`config.mk`:
```
export PLATFORM = sky130hd
export DESIGN_NAME = alu_seq_param
export DESIGN_NICKNAME = d
export VERILOG_FILES = /design/src/rtl/alu_seq_param.sv
export SDC_FILE = /design/constraint.sdc
export NUM_CORES = 1
export LEC_CHECK = 0
export CORE_MARGIN = 2
export CORE_UTILIZATION = 30
export CTS_CLUSTER_DIAMETER = 50
export DETAILED_ROUTE_END_ITERATION = 10
export PLACE_DENSITY = 0.56
export SYNTH_ARGS = -nofsm -noshare
export SYNTH_HDL_FRONTEND = slang
export SYNTH_SLANG_ARGS = --single-unit
```
`constraint.sdc`:
```
create_clock -name clk -period 7.25 [get_ports clk]
set_clock_uncertainty 0.15 [all_clocks]
set_input_delay 1.0875 -clock clk [delete_from_list [all_inputs] [get_ports clk]]
set_output_delay 1.0875 -clock clk [all_outputs]
set_load 0.05 [all_outputs]
```
`src/rtl/alu_seq_param.sv`:
```
// alu_seq_param: registered W-bit ALU with a valid/ready handshake on both sides.
// Every opcode except DIV completes in one cycle. DIV with a non-zero divisor runs a
// restoring divider for W cycles. z, zero_f and dz_err are registered together and
// held stable in DONE until the sink accepts them.
module alu_seq_param #(
  parameter int W = 8
) (
  input  logic           clk,
  input  logic           rst,
  input  logic           in_valid,
  output logic           in_ready,
  input  logic [3:0]     opcode,
  input  logic [W-1:0]   x,
  input  logic [W-1:0]   y,
  output logic           out_valid,
  input  logic           out_ready,
  output logic [2*W-1:0] z,
  output logic           zero_f,
  output logic           dz_err
);

  localparam int CW = $clog2(W + 1);

  localparam logic [1:0] ST_IDLE = 2'b00;
  localparam logic [1:0] ST_DIV  = 2'b01;
  localparam logic [1:0] ST_DONE = 2'b10;

  localparam logic [3:0] OP_ADD  = 4'h0;
  localparam logic [3:0] OP_SUB  = 4'h1;
  localparam logic [3:0] OP_MUL  = 4'h2;
  localparam logic [3:0] OP_DIV  = 4'h3;
  localparam logic [3:0] OP_GT   = 4'h4;
  localparam logic [3:0] OP_LT   = 4'h5;
  localparam logic [3:0] OP_EQ   = 4'h6;
  localparam logic [3:0] OP_AND  = 4'h7;
  localparam logic [3:0] OP_OR   = 4'h8;
  localparam logic [3:0] OP_XOR  = 4'h9;
  localparam logic [3:0] OP_SHL  = 4'hA;
  localparam logic [3:0] OP_SHR  = 4'hB;
  localparam logic [3:0] OP_NOT  = 4'hC;
  localparam logic [3:0] OP_NAND = 4'hD;
  localparam logic [3:0] OP_NOR  = 4'hE;
  localparam logic [3:0] OP_XNOR = 4'hF;

  // Shift amounts at or beyond these limits flush the operand completely.
  localparam logic [2*W-1:0] SHL_LIM  = (2*W)'(2 * W);
  localparam logic [W-1:0]   SHR_LIM  = W'(W);
  localparam logic [CW-1:0]  CNT_LAST = CW'(W - 1);
  localparam logic [CW-1:0]  CNT_ONE  = CW'(1);

  logic [1:0]     state_q, state_d;
  logic [2*W-1:0] z_q, z_d;
  logic           zero_q, zero_d;
  logic           dz_q, dz_d;
  logic [W-1:0]   rem_q, rem_d;
  logic [W-1:0]   quo_q, quo_d;
  logic [W-1:0]   dvs_q, dvs_d;
  logic [CW-1:0]  cnt_q, cnt_d;

  logic [2*W-1:0] xe_s, ye_s, res_s;
  logic           dz_s;
  logic           accept_s, start_div_s;
  logic [W:0]     shift_s, diff_s;
  logic           ge_s;
  logic [W-1:0]   step_rem_s, step_quo_s;

  assign in_ready    = (state_q == ST_IDLE) || ((state_q == ST_DONE) && out_ready);
  assign accept_s    = in_valid && in_ready;
  assign start_div_s = (opcode == OP_DIV) && (y != {W{1'b0}});

  assign out_valid = (state_q == ST_DONE);
  assign z         = z_q;
  assign zero_f    = zero_q;
  assign dz_err    = dz_q;

  // Single-cycle result for the opcode presented at the input.
  always_comb begin
    xe_s  = {{W{1'b0}}, x};
    ye_s  = {{W{1'b0}}, y};
    res_s = {(2*W){1'b0}};
    dz_s  = 1'b0;
    case (opcode)
      OP_ADD:  res_s = xe_s + ye_s;
      OP_SUB:  res_s = xe_s - ye_s;
      OP_MUL:  res_s = xe_s * ye_s;
      OP_DIV: begin
        // Only the divide-by-zero case completes here; a real divide uses the iterator.
        if (y == {W{1'b0}}) begin
          res_s = {(2*W){1'b1}};
          dz_s  = 1'b1;
        end else begin
          res_s = {(2*W){1'b0}};
          dz_s  = 1'b0;
        end
      end
      OP_GT:   res_s = {{(2*W-1){1'b0}}, (x > y)};
      OP_LT:   res_s = {{(2*W-1){1'b0}}, (x < y)};
      OP_EQ:   res_s = {{(2*W-1){1'b0}}, (x == y)};
      OP_AND:  res_s = {{W{1'b0}}, x & y};
      OP_OR:   res_s = {{W{1'b0}}, x | y};
      OP_XOR:  res_s = {{W{1'b0}}, x ^ y};
      OP_SHL: begin
        if (ye_s >= SHL_LIM) res_s = {(2*W){1'b0}};
        else                 res_s = xe_s << y;
      end
      OP_SHR: begin
        if (y >= SHR_LIM) res_s = {(2*W){1'b0}};
        else              res_s = {{W{1'b0}}, x >> y};
      end
      OP_NOT:  res_s = {{W{1'b0}}, ~x};
      OP_NAND: res_s = {{W{1'b0}}, ~(x & y)};
      OP_NOR:  res_s = {{W{1'b0}}, ~(x | y)};
      OP_XNOR: res_s = {{W{1'b0}}, ~(x ^ y)};
      default: res_s = {(2*W){1'b0}};
    endcase
  end

  // One restoring-division step: shift in the next dividend bit, subtract if it fits.
  // The partial remainder is always below the divisor, so diff_s[W] is a clean borrow.
  always_comb begin
    shift_s    = {rem_q, quo_q[W-1]};
    diff_s     = shift_s - {1'b0, dvs_q};
    ge_s       = ~diff_s[W];
    step_quo_s = {quo_q[W-2:0], ge_s};
    if (ge_s) step_rem_s = diff_s[W-1:0];
    else      step_rem_s = shift_s[W-1:0];
  end

  // Next-state logic for the handshake FSM, result registers and divider datapath.
  always_comb begin
    state_d = state_q;
    z_d     = z_q;
    zero_d  = zero_q;
    dz_d    = dz_q;
    rem_d   = rem_q;
    quo_d   = quo_q;
    dvs_d   = dvs_q;
    cnt_d   = cnt_q;
    case (state_q)
      ST_IDLE, ST_DONE: begin
        if (accept_s) begin
          if (start_div_s) begin
            state_d = ST_DIV;
            rem_d   = {W{1'b0}};
            quo_d   = x;
            dvs_d   = y;
            cnt_d   = {CW{1'b0}};
          end else begin
            state_d = ST_DONE;
            z_d     = res_s;
            zero_d  = (res_s == {(2*W){1'b0}});
            dz_d    = dz_s;
          end
        end else if ((state_q == ST_DONE) && out_ready) begin
          state_d = ST_IDLE;
        end else begin
          state_d = state_q;
        end
      end
      ST_DIV: begin
        rem_d = step_rem_s;
        quo_d = step_quo_s;
        cnt_d = cnt_q + CNT_ONE;
        if (cnt_q == CNT_LAST) begin
          state_d = ST_DONE;
          z_d     = {step_rem_s, step_quo_s};
          zero_d  = ({step_rem_s, step_quo_s} == {(2*W){1'b0}});
          dz_d    = 1'b0;
        end else begin
          state_d = ST_DIV;
        end
      end
      default: state_d = ST_IDLE;
    endcase
  end

  // State update; reset abandons any divide in flight and clears the result.
  always_ff @(posedge clk) begin
    if (rst) begin
      state_q <= ST_IDLE;
      z_q     <= {(2*W){1'b0}};
      zero_q  <= 1'b0;
      dz_q    <= 1'b0;
      rem_q   <= {W{1'b0}};
      quo_q   <= {W{1'b0}};
      dvs_q   <= {W{1'b0}};
      cnt_q   <= {CW{1'b0}};
    end else begin
      state_q <= state_d;
      z_q     <= z_d;
      zero_q  <= zero_d;
      dz_q    <= dz_d;
      rem_q   <= rem_d;
      quo_q   <= quo_d;
      dvs_q   <= dvs_d;
      cnt_q   <= cnt_d;
    end
  end

endmodule
```
# [Yosys cells after proc, flatten, opt, wreduce, memory -nomap -nowiden]
# Cells that the tools add are included.
[word_totals] elab_cells=99 in_bits=24 reg_bits=48 out_inout_bits=20
[classes] mul=1 reduce_logical=15 n_addsub=4 n_bitwise=8 n_eq_ne=24 n_shift=2 order_cmp=4 mux=33
[op_table] op="case mux 16 bit (16 select lines)" count=1
[op_table] op="two-way mux 16 bit" count=5
[op_table] op="two-way mux 8 bit" count=6
[op_table] op="equality test 4 bit (second input constant)" count=8
[op_table] op="zero test 16 bit" count=2
[op_table] op="inverter 8 bit" count=4
[op_table] op="case mux 16 bit (2 select lines)" count=1
[op_table] op="case mux 8 bit (2 select lines)" count=2
[op_table] op="equality test 4 x 3 -> 1 bit (second input constant)" count=5
[op_table] op="multiplier 8 x 8 -> 16 bit" count=1
[op_table] op="left shift 8 x 8 -> 16 bit" count=1
[op_table] op="adder 8 x 8 -> 9 bit" count=1
[op_table] op="subtractor 8 x 8 -> 9 bit" count=1
[op_table] op="subtractor 9 x 8 -> 9 bit" count=1
[op_table] op="AND 8 bit" count=1
[op_table] op="equality test 4 x 2 -> 1 bit (second input constant)" count=2
[op_table] op="equality test 8 bit" count=1
[op_table] op="greater-or-equal comparator 8 x 4 -> 1 bit (second input constant)" count=1
[op_table] op="greater-or-equal comparator 8 x 5 -> 1 bit (second input constant)" count=1
[op_table] op="greater-than comparator 8 bit" count=1
[op_table] op="zero test 8 bit" count=1
[op_table] op="< comparator 8 bit" count=1
[op_table] op="two-way mux 1 bit" count=8
[op_table] op="two-way mux 2 bit" count=4
[op_table] op="23 further kinds" count=31

# [Depth between registers and ports, before layout]
[depth] depth_word=7 mapped_depth=21 ltp_nobuf=20

# [Worst setup path after synthesis]
# Ideal clock, no wire load.
[synth_timing] kind="input -> register" from="in y[2]" to="reg z_q[12], in the netlist z[12]" required_ns=7.030 path_buffers=2 setup_time_ns=0.070 stages=20 slack_ns=1.424 arrival_time_ns=5.605 path_cell_list="buf_6 clkbuf_1 nand2_1 fa_1 fa_1 inv_1 fa_1 inv_1 fa_1 inv_1 ha_1 inv_1 o311ai_0 a31oi_1 or3b_2 a31oi_1 nor3_1 nor2_1 o21ai_0 a21oi_1"
[synth_via] elab_chain_len=6 word_cells_on_any_way=15 classes_between="add/sub: 1; mul: 1; order compare: 1; eq/ne: 1; shift: 1; mux: 6; reduce/logical: 4"
[synth_lines] item="from (decl)" line_no="14" rtl="input logic [W-1:0] y,"
[synth_lines] item="parallel branches: the longest is 6 deep, another holds multiplier 8 x 8 -> 16 bit"
[synth_lines] item="to (signal assigned)" line_no="181" rtl="z_q <= {(2*W){1'b0}};"
[synth_lines] item="to (signal assigned)" line_no="190" rtl="z_q <= z_d;"
[synth_lines] item="to (decl)" line_no="52" rtl="logic [2*W-1:0] z_q, z_d;"
# Several ways; the timed one is not identified. The select of a mux whose other input is x is not followed.
# A chain may end at the register's enable or synchronous reset.

# [Final worst setup path]
[layout_timing] from="in y[4]" to="reg z_q[12], in the netlist z[12]"
# Same word-level chain as after synthesis.

==> results.md <==
Synthesis:
- After technology mapping, the gate count stands at between 900 and 1,000.
- The share of synthesized area in the top cell type comes to 0.137.
- The count of flip-flops with a built-in enable after synthesis is 0.
- The number of distinct library cell variants in the gate-level netlist after synthesis is between 70 and 80.
- The average instance area after synthesis is 7.43 um^2.
- The synthesized design contains 48 register bits.
- The largest total area in the synthesized netlist belongs to sky130_fd_sc_hd__dfxtp_1.
- Yosys attributes the largest share of cell area to sky130_fd_sc_hd__dfxtp_1 (14%), sky130_fd_sc_hd__ha_1 (12%), sky130_fd_sc_hd__fa_1 (11%).
- The share of the Yosys chip area taken by registers is 0.137.
- The cell area after technology mapping is 0.00700 mm^2.
- Counting flops with an async set or reset pin after synthesis yields a share of 0.
- The post-synth net total is between 1,000 and 1,500.
- The main flop type after synthesis is sky130_fd_sc_hd__dfxtp_1.
- The number of warnings reported in the yosys synthesis log is 0.

Clock network:
- The clock-pin slew on the worst setup and hold paths is approximately 0.060 ns.
- CTS placed an instance of sky130_fd_sc_hd__clkbuf_16 at the clock tree root.
- After clock tree synthesis, the setup repair step added 0 buffers.
- The number of gates resized after CTS is 0.
- Clock latency on the worst-skew pair, taken at its later pin, is around 0.3 ns.
- The H-tree was split into 2 levels.
- The tree built by TritonCTS fans out to 48 sinks.
- TritonCTS built the clock tree.
- In this run, post-CTS hold repair placed 0 buffers.
- The buffer depth of the longest clock path is 2.
- Clock tree synthesis inserted a total of 5 buffers.

GRT:
- The initial antenna violation count came to 0.
- Entering global routing, the biggest net connects about 50 pins.
- The overall overflow remaining after global route is 0.
- The first global-routing pass estimated roughly 40,000 um of wire.
- The via count of the first global-routing pass is a little over 7,000.
- The overall routing resource usage is 0.207.

Placement:
- Including well taps, the total number of placed cells is 1,276.
- Once detailed placement completed, the half-perimeter wirelength came to 19,500 um.
- The weighted congestion at the end of routability-driven global placement is 0.934.
- During placement, the flow inserted port buffers numbering 43.

Route:
- Before antenna repair, the detailed router went through 5 iterations.
- After detailed routing, the total wire length is 25,100 um.
- In the final routed layout, each cell accounts on average for ~20 um.
- Using the TritonRoute via totals, the vias-per-cell ratio works out to 5.63.
- After the first detailed-routing iteration, the DRC count stood at between 700 and 800.
- In this run the remaining antenna-violating nets after routing total 0.
- Summing over every cut layer, the via total after detailed routing is a little over 7,000.
- The detailed-route DRC error count is 0.

STA:
- In the finished design, the share of the clock period the worst path needs comes to 0.893.
- The number of pins with negative max-slew slack in the final report came to 0.
- The highest clock rate is about 150 MHz.
- The final-layout setup total negative slack is 0 ns.
- The final period demand of the worst path is approximately 6.5 ns.
- In this run the tightest slew margin relative to its limit is 0.336.
- Setup repair after global routing left no endpoint under its margin.
- The number of endpoints with negative hold slack in the final report was 0.
- The number of setup violations in the final report is 0.
- The pin slew with the least headroom to its limit is between 0.9 and 1 ns.

Power and ir drop:
- The leakage component of the power is 0.00329 uW.
- The worst-case IR drop observed on VDD is between 0.1 and 0.15 mV.
- The power density over the cells is 160 mW/mm^2.
- The final total power is 1280 uW.

Die:
- The die span in x is roughly 160 um.
- During I/O placement, the number of pins put on the boundary was 44.
- The number of core rows is 55.
- The floorplan step set the die height to 157 um.
- The floorplan step defined a core boundary enclosing 0.0228 mm^2.
- The initial cell density of the core is 0.307.
- The floorplan step defined a die boundary enclosing 0.0246 mm^2.

Critical path:
- STA classifies the critical path startpoint as an input pin.
- The critical path is of the input pin to flip-flop type.
- At the worst endpoint, the arrival time is roughly 6.5 ns.
- Across all register-to-register paths, the minimum setup slack is 3.85 ns.
- The maximum fanout along the worst path is 8.
- For the worst setup path, the data required time is 7.32 ns.
- The type of destination of the critical path is a flip-flop.

Finish:
- The number of filler instances in the final layout is approximately 2,500.
- The post-synthesis to final-layout area growth is 13.9%.
- The ratio of cells with drive above 1 in the final layout is 0.0783.
- The repair_antennas step left the layout with diodes totalling 0.
- The finished layout holds 1,284 standard cells, fillers aside.
- The net total in the final layout is 1,102.

Hold path:
- The path class of the tightest hold or removal check is flip-flop to flip-flop.

Run:
- The tool flagged a number of max-cap violations equal to 0.

Run status:
- The run finished with clean final reports.
## worst paths after layout
check	from	to	cells past startpoint
worst max-delay path	y[4]	z[12]	19
worst min-delay path	z[0]	z[0]	2
worst max register to register	quo_q[7]	z[10]	14
worst min register to register	z[0]	z[0]	2
## area by class of cell
cell class                 instances  area [um^2]  share of cell area
sequential                        48          961               0.120
clock inverter                     3         18.8             0.00235
clock buffer                       5          125              0.0157
tap                              313          392              0.0491
timing repair buffer              81          711              0.0891
inverter                          89          334              0.0419
multi-input combinational        745         5430               0.681
## power breakdown
group	total, uW	switching [uW]	internal, uW
Combinational	768	467	301
Clock	230	102	127
Sequential	278	5.78	273
## cell usage after synthesis (4+ instances only)
master,number
sky130_fd_sc_hd__a211oi_1,16
sky130_fd_sc_hd__a21o_1,4
sky130_fd_sc_hd__a21oi_1,56
sky130_fd_sc_hd__a221oi_1,4
sky130_fd_sc_hd__a22oi_1,9
sky130_fd_sc_hd__a311oi_1,12
sky130_fd_sc_hd__a31oi_1,13
sky130_fd_sc_hd__and2_1,5
sky130_fd_sc_hd__and3_1,6
sky130_fd_sc_hd__buf_1,5
sky130_fd_sc_hd__buf_2,16
sky130_fd_sc_hd__buf_6,4
sky130_fd_sc_hd__clkbuf_1,34
sky130_fd_sc_hd__clkinv_1,4
sky130_fd_sc_hd__dfxtp_1,48
sky130_fd_sc_hd__fa_1,39
sky130_fd_sc_hd__ha_1,69
sky130_fd_sc_hd__inv_1,84
sky130_fd_sc_hd__mux2i_1,25
sky130_fd_sc_hd__mux4_2,5
sky130_fd_sc_hd__nand2_1,94
sky130_fd_sc_hd__nand2b_1,13
sky130_fd_sc_hd__nand3_1,15
sky130_fd_sc_hd__nand3b_1,5
sky130_fd_sc_hd__nand4_1,7
sky130_fd_sc_hd__nor2_1,129
sky130_fd_sc_hd__nor2b_1,16
sky130_fd_sc_hd__nor3_1,23
sky130_fd_sc_hd__nor4_1,9
sky130_fd_sc_hd__o2111ai_1,4
sky130_fd_sc_hd__o211ai_1,6
sky130_fd_sc_hd__o21a_1,5
sky130_fd_sc_hd__o21ai_0,48
sky130_fd_sc_hd__o21bai_1,6
sky130_fd_sc_hd__o22ai_1,10
sky130_fd_sc_hd__o31ai_1,9
sky130_fd_sc_hd__or4_1,4
sky130_fd_sc_hd__xnor2_1,12
sky130_fd_sc_hd__xor2_1,7
## flip-flops by register name, summed over array words and instances (netlist names)
signal	flops
z	16
dvs_q	8
quo_q	8
dz_err	1
cnt_q	4
state_q	2
zero_f	1
rem_q	8
## logic make-up (layout without fill, tap and decap cells)
group / after synthesis / count (layout) / synth area share
DFF: 48 / 48 / 0.137
adders and majority gates: 108 / 108 / 0.235
buffers and inverters: 149 / 178 / 0.0876
muxes: 33 / 33 / 0.0567
xor gates and xnor gates: 19 / 19 / 0.0238
and+or+nand+nor: 350 / 350 / 0.238
AOI/OAI and AO/OA: 235 / 235 / 0.221
## cell usage in the layout (no fill, tap or decap), types with 4 or more instances in the layout
cell                              instances
sky130_fd_sc_hd__a21oi_1                 56
sky130_fd_sc_hd__o2111ai_1                4
sky130_fd_sc_hd__xnor2_1                 12
sky130_fd_sc_hd__a211oi_1                16
sky130_fd_sc_hd__nor2_1                 129
sky130_fd_sc_hd__or4_1                    4
sky130_fd_sc_hd__mux4_2                   5
sky130_fd_sc_hd__nand2b_1                13
sky130_fd_sc_hd__and3_1                   6
sky130_fd_sc_hd__fa_1                    39
sky130_fd_sc_hd__a21o_1                   4
sky130_fd_sc_hd__a311oi_1                12
sky130_fd_sc_hd__clkdlybuf4s50_1         42
sky130_fd_sc_hd__mux2i_1                 25
sky130_fd_sc_hd__buf_4                   38
sky130_fd_sc_hd__a221oi_1                 4
sky130_fd_sc_hd__and2_1                   5
sky130_fd_sc_hd__nand2_1                 94
sky130_fd_sc_hd__dfxtp_1                 48
sky130_fd_sc_hd__ha_1                    69
sky130_fd_sc_hd__inv_1                   84
sky130_fd_sc_hd__o22ai_1                 10
sky130_fd_sc_hd__o211ai_1                 6
sky130_fd_sc_hd__o31ai_1                  9
sky130_fd_sc_hd__clkinv_1                 4
sky130_fd_sc_hd__o21ai_0                 48
sky130_fd_sc_hd__nand3b_1                 5
sky130_fd_sc_hd__nor2b_1                 15
sky130_fd_sc_hd__o21bai_1                 6
sky130_fd_sc_hd__nand3_1                 15
sky130_fd_sc_hd__xor2_1                   7
sky130_fd_sc_hd__nor3_1                  22
sky130_fd_sc_hd__nor4_1                   9
sky130_fd_sc_hd__a22oi_1                  9
sky130_fd_sc_hd__a31oi_1                 13
sky130_fd_sc_hd__clkbuf_16                5
sky130_fd_sc_hd__nand4_1                  7
sky130_fd_sc_hd__o21a_1                   5
## metrics by stage
step	util	setup slack (ns)	hold WS, ns	cell area [um^2]
final	0.350	0.777	0.300	7980
after global routing	0.350	0.461	0.322	7980
after CTS	0.350	0.795	0.304	7980
after detailed placement	0.344	0.522	0.294	7830
after global placement	0.344	0.591	0.291	7830
after floorplan	-	1.42	0.286	7000
## critical path, stage by stage
cell and delay, ns:
sky130_fd_sc_hd__clkdlybuf4s50_1 0.58, sky130_fd_sc_hd__inv_1 0.35, sky130_fd_sc_hd__nor2_1 0.13, sky130_fd_sc_hd__fa_1 0.46
sky130_fd_sc_hd__fa_1 0.54, sky130_fd_sc_hd__inv_1 0.05, sky130_fd_sc_hd__fa_1 0.46, sky130_fd_sc_hd__fa_1 0.55
sky130_fd_sc_hd__inv_1 0.05, sky130_fd_sc_hd__ha_1 0.33, sky130_fd_sc_hd__o21ai_0 0.14, sky130_fd_sc_hd__o311ai_0 0.51
sky130_fd_sc_hd__a31oi_1 0.22, sky130_fd_sc_hd__or3b_2 0.47, sky130_fd_sc_hd__a31oi_1 0.18, sky130_fd_sc_hd__nor3_1 0.11
sky130_fd_sc_hd__nor2_1 0.10, sky130_fd_sc_hd__o21ai_0 0.07, sky130_fd_sc_hd__a21oi_1 0.14
## layer usage
metal  routed length (um)  GRT usage
met1                11100      0.286
met2                11200      0.333
met3                 1840     0.0238
met4                  937     0.0738
met5                    0          0
Power figures use the tool's default switching activity.
